$ cat src/rtl/lp_esc_tx.sv
// Low-power escape-mode transmitter for one DSI data lane.
// Sends escape entry, an entry command, spaced-one-hot payload bytes and escape exit.
//
// state     | meaning
// ----------+------------------------------------------------------------
// IDLE      | LP-11, waiting for a payload byte on a tick
// RQ        | LP-10, escape request
// BR0       | LP-00, bridge
// BR1       | LP-01, bridge
// BR2       | LP-00, bridge, arms the command bit counter
// CMD_MARK  | mark for command bit CMD[bitcnt]
// CMD_SPACE | LP-00 space after a command mark
// DAT_MARK  | mark for payload bit shift[0]
// DAT_SPACE | LP-00 space after a payload mark; byte-accept point on bit 7
// EXIT      | LP-10, escape exit, then back to IDLE
module lp_esc_tx #(
    parameter logic [7:0] CMD = 8'hE1
) (
    input  logic       clk,
    input  logic       rst_n,
    input  logic       tick,
    input  logic       in_valid,
    input  logic [7:0] in_data,
    input  logic       in_last,
    output logic       in_ready,
    output logic       lp_p,
    output logic       lp_n,
    output logic       busy
);

    typedef enum logic [3:0] {
        IDLE,
        RQ,
        BR0,
        BR1,
        BR2,
        CMD_MARK,
        CMD_SPACE,
        DAT_MARK,
        DAT_SPACE,
        EXIT
    } state_t;

    state_t     state, state_nxt;
    logic [2:0] bitcnt, bitcnt_nxt;
    logic [7:0] shift, shift_nxt;
    logic       last_flag, last_nxt;
    logic       p_nxt, n_nxt;
    logic       accept_pt;

    assign accept_pt = (state == IDLE) ||
                       ((state == DAT_SPACE) && (bitcnt == 3'd7) && !last_flag);
    assign in_ready  = tick & accept_pt;

    always_comb begin
        state_nxt  = state;
        bitcnt_nxt = bitcnt;
        shift_nxt  = shift;
        last_nxt   = last_flag;
        case (state)
            IDLE: begin
                if (in_valid) begin
                    shift_nxt = in_data;
                    last_nxt  = in_last;
                    state_nxt = RQ;
                end
            end
            RQ:  state_nxt = BR0;
            BR0: state_nxt = BR1;
            BR1: state_nxt = BR2;
            BR2: begin
                bitcnt_nxt = 3'd7;
                state_nxt  = CMD_MARK;
            end
            CMD_MARK: state_nxt = CMD_SPACE;
            CMD_SPACE: begin
                if (bitcnt == 3'd0) begin
                    state_nxt = DAT_MARK;
                end else begin
                    bitcnt_nxt = bitcnt - 3'd1;
                    state_nxt  = CMD_MARK;
                end
            end
            DAT_MARK: state_nxt = DAT_SPACE;
            DAT_SPACE: begin
                if (bitcnt != 3'd7) begin
                    shift_nxt  = {1'b0, shift[7:1]};
                    bitcnt_nxt = bitcnt + 3'd1;
                    state_nxt  = DAT_MARK;
                end else if (last_flag) begin
                    state_nxt = EXIT;
                end else if (in_valid) begin
                    shift_nxt  = in_data;
                    last_nxt   = in_last;
                    bitcnt_nxt = 3'd0;
                    state_nxt  = DAT_MARK;
                end
                // otherwise underrun: hold LP-00 and retry on the next tick
            end
            EXIT: begin
                bitcnt_nxt = 3'd0;
                last_nxt   = 1'b0;
                state_nxt  = IDLE;
            end
            default: state_nxt = IDLE;
        endcase
    end

    // Line value belongs to the state being entered, so outputs register with the state.
    always_comb begin
        p_nxt = 1'b0;
        n_nxt = 1'b0;
        case (state_nxt)
            IDLE: begin
                p_nxt = 1'b1;
                n_nxt = 1'b1;
            end
            RQ, EXIT: p_nxt = 1'b1;
            BR1:      n_nxt = 1'b1;
            CMD_MARK: begin
                p_nxt = CMD[bitcnt_nxt];
                n_nxt = ~CMD[bitcnt_nxt];
            end
            DAT_MARK: begin
                p_nxt = shift_nxt[0];
                n_nxt = ~shift_nxt[0];
            end
            default: begin
                p_nxt = 1'b0;
                n_nxt = 1'b0;
            end
        endcase
    end

    always_ff @(posedge clk or negedge rst_n) begin
        if (!rst_n) begin
            state     <= IDLE;
            bitcnt    <= 3'd0;
            shift     <= 8'h00;
            last_flag <= 1'b0;
            lp_p      <= 1'b1;
            lp_n      <= 1'b1;
            busy      <= 1'b0;
        end else if (tick) begin
            state     <= state_nxt;
            bitcnt    <= bitcnt_nxt;
            shift     <= shift_nxt;
            last_flag <= last_nxt;
            lp_p      <= p_nxt;
            lp_n      <= n_nxt;
            busy      <= (state_nxt != IDLE);
        end
    end

endmodule
$ cat config.mk
export PLATFORM = sky130hd
export DESIGN_NAME = lp_esc_tx
export DESIGN_NICKNAME = d
export VERILOG_FILES = /design/src/rtl/lp_esc_tx.sv
export SDC_FILE = /design/constraint.sdc
export NUM_CORES = 1
export LEC_CHECK = 0
export BUFFER_PORTS_ARGS = -buffer_cell sky130_fd_sc_hd__buf_2
export CORE_AREA = 2 2 65 67
export CTS_BUF_LIST = sky130_fd_sc_hd__clkbuf_16
export CTS_CLUSTER_DIAMETER = 40
export DETAILED_ROUTE_END_ITERATION = 16
export DIE_AREA = 0 0 67 69
export PLACE_DENSITY = 0.66
export SYNTH_ARGS = -nofsm -noshare
export SYNTH_HDL_FRONTEND = slang
export SYNTH_SLANG_ARGS = --single-unit
$ cat constraint.sdc
create_clock -name clk -period 3.8 [get_ports clk]
set_input_delay 0.38 -clock clk [delete_from_list [all_inputs] [get_ports clk]]
set_output_delay 0.38 -clock clk [all_outputs]
set_load 0.005 [all_outputs]
Yosys cells after proc, flatten, opt, wreduce, memory -nomap -nowiden
Memory sizes are Yosys's and may differ from the RTL's.
Index checks and enable logic that the tools add are counted.
Widths: inputs -> output; s select.
{ "word_totals": {"reg_bits": 19, "mem_bits_ro": 8, "output_inout_bits": 4, "memories": 1} }
{ "mem_list": {"columns": ["memory", "words", "width", "read_ports", "rd_ports_with_merged_regs", "wr", "line", "rtl"], "rows": [
  ["(no name shown)", 8, 1, 1, 0, 0, "122", "n_nxt = ~CMD[bitcnt_nxt];"]
]} }
{ "classes": {"add_sub_neg": 2, "order_cmp": 1, "eq_ne": 19, "muxes": 23, "bitwise": 3, "reduce_logical": 14} }
{ "op_table": {"columns": ["operator", "n"], "rows": [
  ["$pmux 4 s9", 1],
  ["$eq 4x3->1 const B", 6],
  ["$mux 8", 3],
  ["$mux 4", 4],
  ["$pmux 8 s2", 1],
  ["$eq 4x2->1 const B", 3],
  ["$eq 4x4->1 const B", 3],
  ["$mux 3", 4],
  ["$pmux 3 s4", 1],
  ["$pmux 1 s3", 3],
  ["$eq 4x1->1 const B", 2],
  ["$logic_not 4->1", 2],
  ["$mux 1", 5],
  ["$lt 3x4->1 const B", 1],
  ["$ne 2x2->1 const B", 2],
  ["$reduce_and 4->1", 1],
  ["$reduce_bool 4->1", 1],
  ["$add 3x1->3 const B", 1],
  ["$eq 3x3->1 const B", 1],
  ["$logic_not 3->1", 1],
  ["$ne 3x2->1 const B", 1],
  ["$ne 3x3->1 const B", 1],
  ["$reduce_and 3->1", 1],
  ["$reduce_bool 3->1", 1],
  ["10 further kinds", 12]
]} }

Depth between registers and ports, before layout
Gate-level depths: netlist (run 1).
{ "logic_depth": {"depth_word": 8, "ltp_mapped": 9, "ltp_nobuf": 9} }

Least setup slack after synthesis (run 1)
Ideal clock, no wire load.
{ "synth_timing": {"path_type": "reg-to-reg", "startpoint": "reg bitcnt[1]", "endpoint": "reg lp_n", "setup_ns": 0.094, "arrival_ns": 1.858, "t_required_ns": 3.706, "slack_ns": 1.848, "path_stages_with_launch": 10, "path_buffers": 0, "synth_period_minus_slack_ns": 1.952, "cell_sequence": "dfrtp_1 > inv_1 > ha_1 > inv_1 > mux2i_1 > a22oi_1 > o22ai_1 > o21ai_4 > xnor2_1 > o311ai_2"} }
{ "synth_between": {"elab_chain_len": 8} }
{ "synth_lines": {"columns": ["element", "line", "rtl"], "rows": [
  ["start: declaration", "45", "logic [2:0] bitcnt, bitcnt_nxt;"],
  ["start signal: assignment", "146", "bitcnt <= bitcnt_nxt;"],
  ["parallel branches: the longest is 7 deep, another holds $add 3x1->3", null, null],
  ["$pmux 1 s3 *", "113", "case (state_nxt)"],
  ["end signal: assignment", "150", "lp_n <= n_nxt;"],
  ["end: declaration", "27", "output logic lp_n,"]
]} }
Mark *: on every way between the ends. The select of a mux whose other input is x is not followed.
A chain may end at the register's enable or synchronous reset.

Worst setup path after layout (run 1)
{ "layout_timing": {"startpoint": "reg state[3]", "endpoint": "reg lp_n"} }
{ "layout_between": {"elab_chain_len": 7} }
{ "layout_lines": {"columns": ["element", "line", "rtl"], "rows": [
  ["start: declaration", "44", "state_t state, state_nxt;"],
  ["start signal: assignment", "145", "state <= state_nxt;"],
  ["parallel branches: the longest is 6 deep, another holds $mem_v2 8x1", null, null],
  ["$pmux 1 s3 *", "113", null]
]} }
Marked as above.

==> results.py, run 1 <==
metrics = {
    "clocking": {
        "cts_resized": 0,
        "cts_tree": "yes",
        "hold_buffers": 0,
        "numCtsBuffers": 3,
        "numClockSinks": 19,
        "cts_max_level": 1,
        "clk_latency_ns": 0.25,
        "post_cts_buffers": 0,
        "cts_buffer_depth": 2,
        "root_buffer": "clkbuf_16",
        "cts.clk_slew.worst_paths_ns": 0.05,
    },
    "logic_synthesis": {
        "synth_nets": 189,
        "synthAdderAreaFrac": 0.03361,
        "synthXorXnorAreaFrac": 0.005882,
        "muxShareOfSynthArea": 0.04874,
        "ys_ff_latch": 19,
        "synth_edf_count": 0,
        "async_flop_share": 1.000,
        "synth.avg_cell_area_um2": 8.657,
        "synth_cells": 172,
        "synth_ff_type": "dfrtp_1",
        "yosys.area_share.simple": 0.2218,
        "yosysWarnings": 0,
        "ys_seq_area_frac": 0.3210,
        "ys_types": 54,
        "synth_top_family_by_area": "compound AO/OA/AOI/OAI gates",
        "synth_area_um2": 1489,
        "synth_compound_area_frac": 0.3092,
    },
    "timing": {
        "tns_ns": 0,
        "fin_crit_sh": 0.5902,
        "slew_headroom": 0.4610,
        "fin_skew_ns": 0.001736,
        "fin_crit_ns": 2.243,
        "hold_viol_final": 0,
        "worst_pin_slew_ns": 0.8084,
        "max_freq_mhz": 445.9,
        "rsz0062_at_grt": "false",
        "maxSlewViolCount": 0,
        "finalSetupViolations": 0,
        "hold_slack_ns": 0.06868,
    },
    "floorplan": {
        "die_x_um": 67,
        "chipHeight_um": 69,
        "die_area_um2": 4623,
        "initial_utilization": 0.3804,
        "io_pins": 17,
        "fp.coreArea_um2": 3914,
        "row_count": 23,
    },
    "critical_path": {
        "path_cells": "nor2_1, o21ai_0, a211oi_2, nor2_1, o21ai_4, xnor2_1, o311ai_2",
        "critPathSlowestCell": "dfrtp_1",
        "max_stage_delay_ns": 0.87,
        "path_class": "flip-flop to flip-flop",
        "crit_path_frequent_cell": "nor2_1",
        "end_kind": "flip-flop",
        "worstPathRequired_ns": 3.96,
        "path_max_fanout": 28,
        "cp-start-kind": "flip-flop",
        "regToRegSetupSlack_ns": 1.56,
        "arrival_ns": 2.40,
    },
    "run_status": {
        "outcome": "completed",
    },
    "global_route": {
        "grt_pass1_vias": 1198,
        "grt_usage": 0.1646,
        "antenna_found_initial": 0,
        "grt_overflow": 0,
        "grt_max_degree": 29,
        "grt_pass1_wl_mm": 5.878,
    },
    "final_layout": {
        "final_nets": 200,
        "final_util": 0.4210,
        "drive_above_1_share": 0.2143,
        "antennaDiodeCount": 0,
        "area_delta_synth_final_pct": 10.67,
    },
    "drt": {
        "firstDrtPassIters": 4,
        "drcViolationCount": 0,
        "via_per_inst": 5.560,
        "wl_mm": 3.430,
        "drt_iter0_markers": 39,
        "vias": 1290,
        "drtAntennaViolNets": 0,
        "wl_per_cell_um": 14.78,
    },
    "pwr": {
        "clockPowerShare": 0.189,
        "power-per-cell-area_nw_per_um2": 699.5,
        "intPower_mw": 0.6372,
        "vdd_ir_drop_max_uv": 378.8,
        "p_seq_frac": 0.347,
        "switching_share": 0.4472,
        "total_power_mw": 1.153,
        "switching_power_mw": 0.5155,
        "cellLeakagePower_nw": 0.7418,
        "p_comb_frac": 0.463,
    },
    "placed_design": {
        "gp_congestion": 0.8503,
        "hpwl_mm": 2.478,
        "port_buffers": 16,
    },
    "min_path": {
        "min_path_type": "primary input to asynchronous set/reset pin",
    },
    "job": {
        "maxCapViolations": 0,
    },
}
## per-layer routing
layer  up-vias  GRT usage  part of all wire
met4         0    0.07937             0.026
met1       590     0.2515              0.50
met5         -          0                 0
met2        39     0.2255              0.42
met3         7    0.01958             0.048
li1        654          -                 -
## layout make-up
type / count / area [µm²]
repair buffers: 16 / 80.08
flip-flops and latches: 19 / 478.0
inverters: 7 / 26.28
multi-input cells: 136 / 922.1
well taps: 50 / 62.56
clock buffers: 3 / 75.07
fillers: 415 / 2266
clock inverters: 1 / 3.754
## registers in the layout, indices dropped and copies added, names as in the netlist
register   cells
busy           1
lp_p           1
bitcnt         3
state          4
lp_n           1
shift          8
last_flag      1
## path summary, 6_finish.rpt
kind                            start       end  depth (start not counted)
setup reg to reg             state[3]      lp_n                          7
max in group asynchronous       rst_n      lp_p                          1
min in group clk           in_data[7]  shift[7]                          2
setup / recovery             state[3]      lp_n                          7
hold / removal                  rst_n  state[2]                          1
hold reg to reg              shift[0]  shift[0]                          2
## power by group through the flow
stage / sequential, mW / combinational [mW] / clock (mW)
2_1_floorplan: 0.327 / 0.495 / 0
3_3_place_gp: 0.402 / 0.532 / 0
3_5_place_dp: 0.401 / 0.528 / 0
4_1_cts: 0.398 / 0.532 / 0.223
5_1_grt: 0.419 / 0.590 / 0.234
6_report: 0.401 / 0.534 / 0.218
## metrics by stage
stage          worst slack (ns)  cells  area, µm²
4_1_cts                   1.579    232       1648
6_report                  1.557    232       1648
3_5_place_dp              1.603    228       1569
2_1_floorplan             1.848    172       1489
3_3_place_gp              1.600    228       1569
5_1_grt                   1.362    232       1648
## worst max-delay path, delay by kind of cell (launching register included)
family / cells / cell delay, ns
AND/OR/NAND/NOR: 2 / 0.48
XOR/XNOR: 1 / 0.15
flip-flops: 1 / 0.87
AO/OA/AOI/OAI: 4 / 0.65
## cell usage after synthesis, types with 2 or more instances
cell / instances / area (µm²)
nand2_1: 20 / 75.07
o21ai_0: 18 / 90.09
dfrtp_1: 17 / 425.4
nor2_1: 16 / 60.06
a21oi_1: 10 / 50.05
a22oi_1: 9 / 67.56
inv_1: 6 / 22.52
mux2i_1: 5 / 50.05
clkbuf_1: 4 / 15.01
ha_1: 4 / 50.05
nor2b_1: 4 / 25.02
o22ai_1: 4 / 25.02
a22o_1: 3 / 26.28
nand2b_1: 3 / 18.77
nor3_1: 3 / 15.01
and3_1: 2 / 12.51
buf_2: 2 / 10.01
buf_4: 2 / 15.01
buf_6: 2 / 22.52
dfstp_2: 2 / 52.55
mux2_2: 2 / 22.52
o21ai_1: 2 / 10.01
## logic make-up (layout without fill, tap and decap cells)
kind of cell	Yosys count	count (layout)
AND/OR/NAND/NOR	60	60
buffers and inverters	17	27
adder cells (fa/ha/maj)	4	4
AO/OA/AOI/OAI	64	64
XOR/XNOR	1	1
flip-flops	19	19
multiplexers	7	7
## placed cells by master (no fill, tap or decap), types with 4 or more instances in the layout
cell type,n
buf_2,16
a21oi_1,10
nand2_1,20
o21ai_0,18
a22oi_1,9
inv_1,7
nor2_1,16
dfrtp_1,17
nor2b_1,4
mux2i_1,5
o22ai_1,4
ha_1,4
No activity file was read; power rests on OpenSTA's default activity.
==> inputs of run 2 (changes only) <==
- clock period: 3.8 -> 2.3 ns (I/O delays scaled with it)
==> run 2 against run 1 <==
  * Core utilization up 1.2 points
  * Design area up 3.0%
  * Fmax grew 5.3%
  * Largest cell class unchanged
  * Highest routed layer unchanged
==> results.py, run 2 (synthesized netlist as in run 1, its figures left out) <==
metrics = {
    "run_status": {
        "outcome": "completed",
    },
    "critical_path": {
        "end_kind": "flip-flop",
        "cp-start-kind": "flip-flop",
        "arrival_ns": 2.29,
        "path_max_fanout": 8,
        "worstPathRequired_ns": 2.46,
        "path_class": "flip-flop to flip-flop",
    },
    "drt": {
        "drtAntennaViolNets": 0,
        "drt_iter0_markers": 90,
        "vias": 1322,
        "via_per_inst": 5.555,
        "drcViolationCount": 0,
        "wl_mm": 3.421,
        "firstDrtPassIters": 4,
        "wl_per_cell_um": 14.37,
    },
    "floorplan": {
        "initial_utilization": 0.3804,
        "row_count": 23,
        "die_area_um2": 4623,
        "fp.coreArea_um2": 3914,
        "chipHeight_um": 69,
        "die_x_um": 67,
        "io_pins": 17,
    },
    "placed_design": {
        "dpl.cell_count": 233,
        "gp_congestion": 0.8373,
        "port_buffers": 16,
        "hpwl_mm": 2.580,
    },
    "global_route": {
        "grt_pass1_wl_mm": 5.823,
        "grt_pass1_vias": 1273,
        "grt_usage": 0.1576,
        "grt_overflow": 0,
        "antenna_found_initial": 0,
        "grt_max_degree": 22,
    },
    "timing": {
        "hold_viol_final": 0,
        "worst_pin_slew_ns": 0.4475,
        "fin_crit_ns": 2.130,
        "fin_skew_ns": 0.003606,
        "slew_headroom": 0.7017,
        "max_freq_mhz": 469.5,
        "fin_crit_sh": 0.9260,
        "maxSlewViolCount": 0,
        "finalSetupViolations": 0,
        "rsz0062_at_grt": "false",
        "tns_ns": 0,
    },
    "final_layout": {
        "regMostFlops": "shift",
        "area_delta_synth_final_pct": 13.95,
        "final_nets": 206,
        "reg_top3": "shift: 8 flops, state: 4 flops, bitcnt: 3 flops",
        "final_common_cell": "nand2_1",
        "stdcell_count": 238,
        "antennaDiodeCount": 0,
        "largest_reg_flops": 8,
        "drive_above_1_share": 0.2394,
        "layout_common_cells": "20 x nand2_1, 18 x o21ai_0, 16 x nor2_1, 16 x dfrtp_1, 16 x buf_2",
        "final_util": 0.4335,
    },
    "clocking": {
        "cts_buffer_depth": 2,
        "numClockSinks": 19,
        "clk_latency_ns": 0.25,
        "post_cts_buffers": 0,
        "cts.clk_slew.worst_paths_ns": 0.05,
        "root_buffer": "clkbuf_16",
        "cts_tree": "yes",
        "cts_max_level": 1,
        "numCtsBuffers": 3,
    },
    "min_path": {
        "min_path_type": "primary input to flip-flop",
    },
    "job": {
        "maxCapViolations": 0,
    },
    "pwr": {
        "vdd_ir_drop_max_uv": 558.5,
        "power-per-cell-area_nw_per_um2": 1150,
        "cellLeakagePower_nw": 0.7692,
    },
}
[run 2: cell types whose count changed in the layout (fill, tap and decap cells not counted), sizes merged]
cell / previous run / this run
dlygate4sd3: 0 / 1
buf: 16 / 21
[run 2: final timing paths]
| path | slack (ns) | start | endpoint | cells after the start |
|---|---|---|---|---|
| setup / recovery | 0.17 | bitcnt[0] | lp_n | 9 |
| hold / removal | 0.20 | in_data[7] | shift[7] | 2 |
| setup reg to reg | 0.17 | bitcnt[0] | lp_n | 9 |
| hold reg to reg | 0.48 | lp_p | lp_p | 2 |
| max in group asynchronous | 1.52 | rst_n | lp_n | 2 |
| min in group asynchronous | 0.45 | rst_n | shift[0] | 2 |
[run 2: where the power goes]
part           internal (mW)  leakage, nW  switching, mW
combinational          0.420        0.499          0.556
sequential             0.453        0.228          0.170
clock                  0.231       0.0423          0.122
total                   1.10        0.769          0.848
[run 2: cell type report]
| cell class | count | area (µm²) |
|---|---|---|
| Tap cell | 50 | 62.56 |
| Clock buffer | 3 | 75.07 |
| Sequential cell | 19 | 479.2 |
| Timing Repair Buffer | 22 | 127.6 |
| Fill cell | 423 | 2217 |
| Inverter | 7 | 26.28 |
| Multi-Input combinational cell | 136 | 922.1 |
| Clock inverter | 1 | 3.754 |
[run 2: through the flow]
stage | setup WS (ns) | hold slack [ns] | area, µm² | power (mW)
6_report | 0.1703 | 0.2010 | 1697 | 1.952
5_1_grt | 0.05501 | 0.2235 | 1697 | 2.105
4_1_cts | 0.1000 | 0.1986 | 1695 | 1.949
3_5_place_dp | 0.1077 | 0.1927 | 1607 | 1.586
3_3_place_gp | 0.1565 | 0.1981 | 1607 | 1.583
2_1_floorplan | 0.3483 | -0.06559 | 1489 | 1.359
[run 2: timing repair]
action | CTS | global route
hold endpoints to repair | 17 | 0
resized for setup | 0 | 1
hold buffers | 1 | 0
setup endpoints to repair | 0 | 1
[run 2: layer usage]
| layer | up-vias | share of wire | GRT usage |
|---|---|---|---|
| met5 | - | 0 | 0 |
| met4 | 0 | 0.0076 | 0.04989 |
| met2 | 39 | 0.46 | 0.2321 |
| met3 | 5 | 0.048 | 0.02121 |
| met1 | 619 | 0.48 | 0.2365 |
| li1 | 659 | - | - |
[run 2: worst max-delay path: stages (launching register included)]
cell and delay (ns):
dfrtp_2 0.43, inv_1 0.10, ha_1 0.39, inv_1 0.10, mux2i_1 0.07, a22oi_1 0.23, o22ai_1 0.16, o21ai_4 0.19
xnor2_1 0.10, o311ai_2 0.27
==> inputs of run 3 (changes only) <==
--- a/config.mk
+++ b/config.mk
@@ -12,5 +12,7 @@
 export DETAILED_ROUTE_END_ITERATION = 16
 export DIE_AREA = 0 0 67 69
+export MAX_ROUTING_LAYER = met4
 export PLACE_DENSITY = 0.66
+export REMOVE_ABC_BUFFERS = 1
 export SYNTH_ARGS = -nofsm -noshare
 export SYNTH_HDL_FRONTEND = slang
==> constraint.sdc (replaced) <==
create_clock -name clk -period 2.3 [get_ports clk]
set_input_delay 0.46 -clock clk [delete_from_list [all_inputs] [get_ports clk]]
set_output_delay 0.46 -clock clk [all_outputs]
set_load 0.005 [all_outputs]
==> run 3 against run 2 <==
  * Core utilization grew 0.32 points
  * Register-to-register slack better by 0.04 ns
  * Critical path depth shrank 2
  * Global-route usage up 0.56 points
==> results.py, run 3 (synthesized netlist as in run 1, its figures left out) <==
metrics = {
    "timing": {
        "finalSetupViolations": 0,
        "slew_headroom": 0.7031,
        "worst_pin_slew_ns": 0.4437,
        "max_freq_mhz": 467.1,
        "maxSlewViolCount": 0,
        "hold_viol_final": 0,
        "fin_crit_ns": 2.141,
        "tns_ns": 0,
        "rsz0062_at_grt": "false",
        "fin_crit_sh": 0.9309,
        "fin_skew_ns": 0.005623,
    },
    "drt": {
        "drcViolationCount": 0,
        "via_per_inst": 5.729,
        "vias": 1375,
        "wl_mm": 3.522,
        "wl_per_cell_um": 14.68,
        "drt_iter0_markers": 138,
        "firstDrtPassIters": 4,
        "drtAntennaViolNets": 0,
    },
    "final_layout": {
        "layout_common_cells": "20 x nand2_1, 18 x o21ai_0, 16 x nor2_1, 16 x dfrtp_1, 16 x buf_2",
        "area_delta_synth_final_pct": 14.79,
        "num-fill-cells": 393,
        "final_nets": 208,
        "largest_reg_flops": 8,
        "drive_above_1_share": 0.2526,
        "regArea_um2": 479.2,
        "multi_input_area_um2": 922.1,
        "antennaDiodeCount": 0,
        "regMostFlops": "shift",
        "reg_top3": "shift: 8 flops, state: 4 flops, bitcnt: 3 flops",
        "final_util": 0.4367,
        "final_common_cell": "nand2_1",
    },
    "floorplan": {
        "initial_utilization": 0.3804,
        "chipHeight_um": 69,
        "die_area_um2": 4623,
        "fp.coreArea_um2": 3914,
        "die_x_um": 67,
        "row_count": 23,
        "io_pins": 17,
    },
    "critical_path": {
        "timing.rr.end": "lp_n",
        "path_max_fanout": 8,
        "cp-start-kind": "flip-flop",
        "r2r_cells": 9,
        "setup.worst_path.start": "bitcnt[0]",
        "regToRegSetupSlack_ns": 0.21,
        "arrival_ns": 1.68,
        "r2r_start": "bitcnt[0]",
        "end_kind": "output pin",
        "path_class": "flip-flop to output pin",
        "worstPathRequired_ns": 1.84,
        "crit_path_end": "in_ready",
    },
    "clocking": {
        "cts_tree": "yes",
        "numClockSinks": 19,
        "numCtsBuffers": 3,
        "clk_latency_ns": 0.25,
        "cts_max_level": 1,
        "root_buffer": "clkbuf_16",
        "hold_buffers": 0,
        "cts.clk_slew.worst_paths_ns": 0.06,
        "cts_buffer_depth": 2,
    },
    "min_path": {
        "min_path_type": "primary input to asynchronous set/reset pin",
    },
    "pwr": {
        "power-per-cell-area_nw_per_um2": 1152,
        "vdd_ir_drop_max_uv": 481.5,
        "cellLeakagePower_nw": 0.7796,
    },
    "placed_design": {
        "hpwl_mm": 2.646,
        "port_buffers": 16,
        "gp_congestion": 0.8881,
    },
    "global_route": {
        "grt_max_degree": 21,
        "grt_pass1_wl_mm": 5.816,
        "grt_overflow": 0,
        "grt_pass1_vias": 1254,
        "grt_usage": 0.1633,
        "antenna_found_initial": 0,
    },
    "job": {
        "maxCapViolations": 0,
    },
    "run_status": {
        "outcome": "completed",
    },
}
==> run 3: cell types whose count changed in the layout (fill, tap and decap cells not counted), sizes merged <==
cell / previous run / this run
dlygate4sd3: 1 / 0
buf: 21 / 24
==> run 3: what timing repair did <==
| action | in CTS | in global routing |
|---|---|---|
| buffers inserted | 0 | 0 |
| setup endpoints to repair | 0 | 2 |
| gates resized for setup | 0 | 1 |
==> run 3: area by class of cell <==
type / instances / area share
tap: 50 / 0.03660
clock buffer: 3 / 0.04392
inverter: 7 / 0.01537
multi-input combinational: 136 / 0.5395
timing repair buffer: 24 / 0.08199
clock inverter: 1 / 0.002196
sequential: 19 / 0.2804
==> run 3: worst min-delay path by stage <==
stage | endpoint | cells after the start | slack [ns]
2_1_floorplan | bitcnt[0] | 0 | 0.16
4_1_cts | shift[7] | 1 | 0.16
5_1_grt | shift[7] | 1 | 0.18
6_report | shift[7] | 1 | 0.14
3_3_place_gp | shift[1] | 1 | 0.43
3_5_place_dp | shift[5] | 1 | 0.43
==> run 3: report_power, final <==
| part | internal [mW] | switching (mW) | leakage (nW) |
|---|---|---|---|
| clock network | 0.232 | 0.129 | 0.0423 |
| logic | 0.427 | 0.556 | 0.509 |
| registers | 0.453 | 0.171 | 0.228 |
==> run 3: per-layer routing <==
layer / vias to the layer above / routed length [µm] / global-route usage
li1: 665 / - / -
met1: 668 / 1682 / 0.2211
met2: 38 / 1623 / 0.2530
met3: 4 / 180 / 0.03426
met4: 0 / 35 / 0.02948
met5: - / 0 / -
==> run 3: worst max-delay path, cell delays in order, from the launching register on <==
cell and delay, ns:
dfrtp_2 0.45, ha_1 0.25, nand2_1 0.11, buf_4 0.14
nor2_1 0.06, nor2b_1 0.23, nor2_1 0.07, buf_2 0.13
==> run 3: through the flow <==
stage	std cells	area [µm²]	setup WS, ns	power [mW]	hold slack, ns
4_1_cts	240	1708	0.1098	1.970	0.1624
3_5_place_dp	236	1629	0.1444	1.605	0.4318
2_1_floorplan	162	1426	0.3163	1.290	0.1644
3_3_place_gp	236	1629	0.2010	1.598	0.4298
6_report	240	1709	0.1589	1.969	0.1415
5_1_grt	240	1709	0.01067	2.121	0.1788
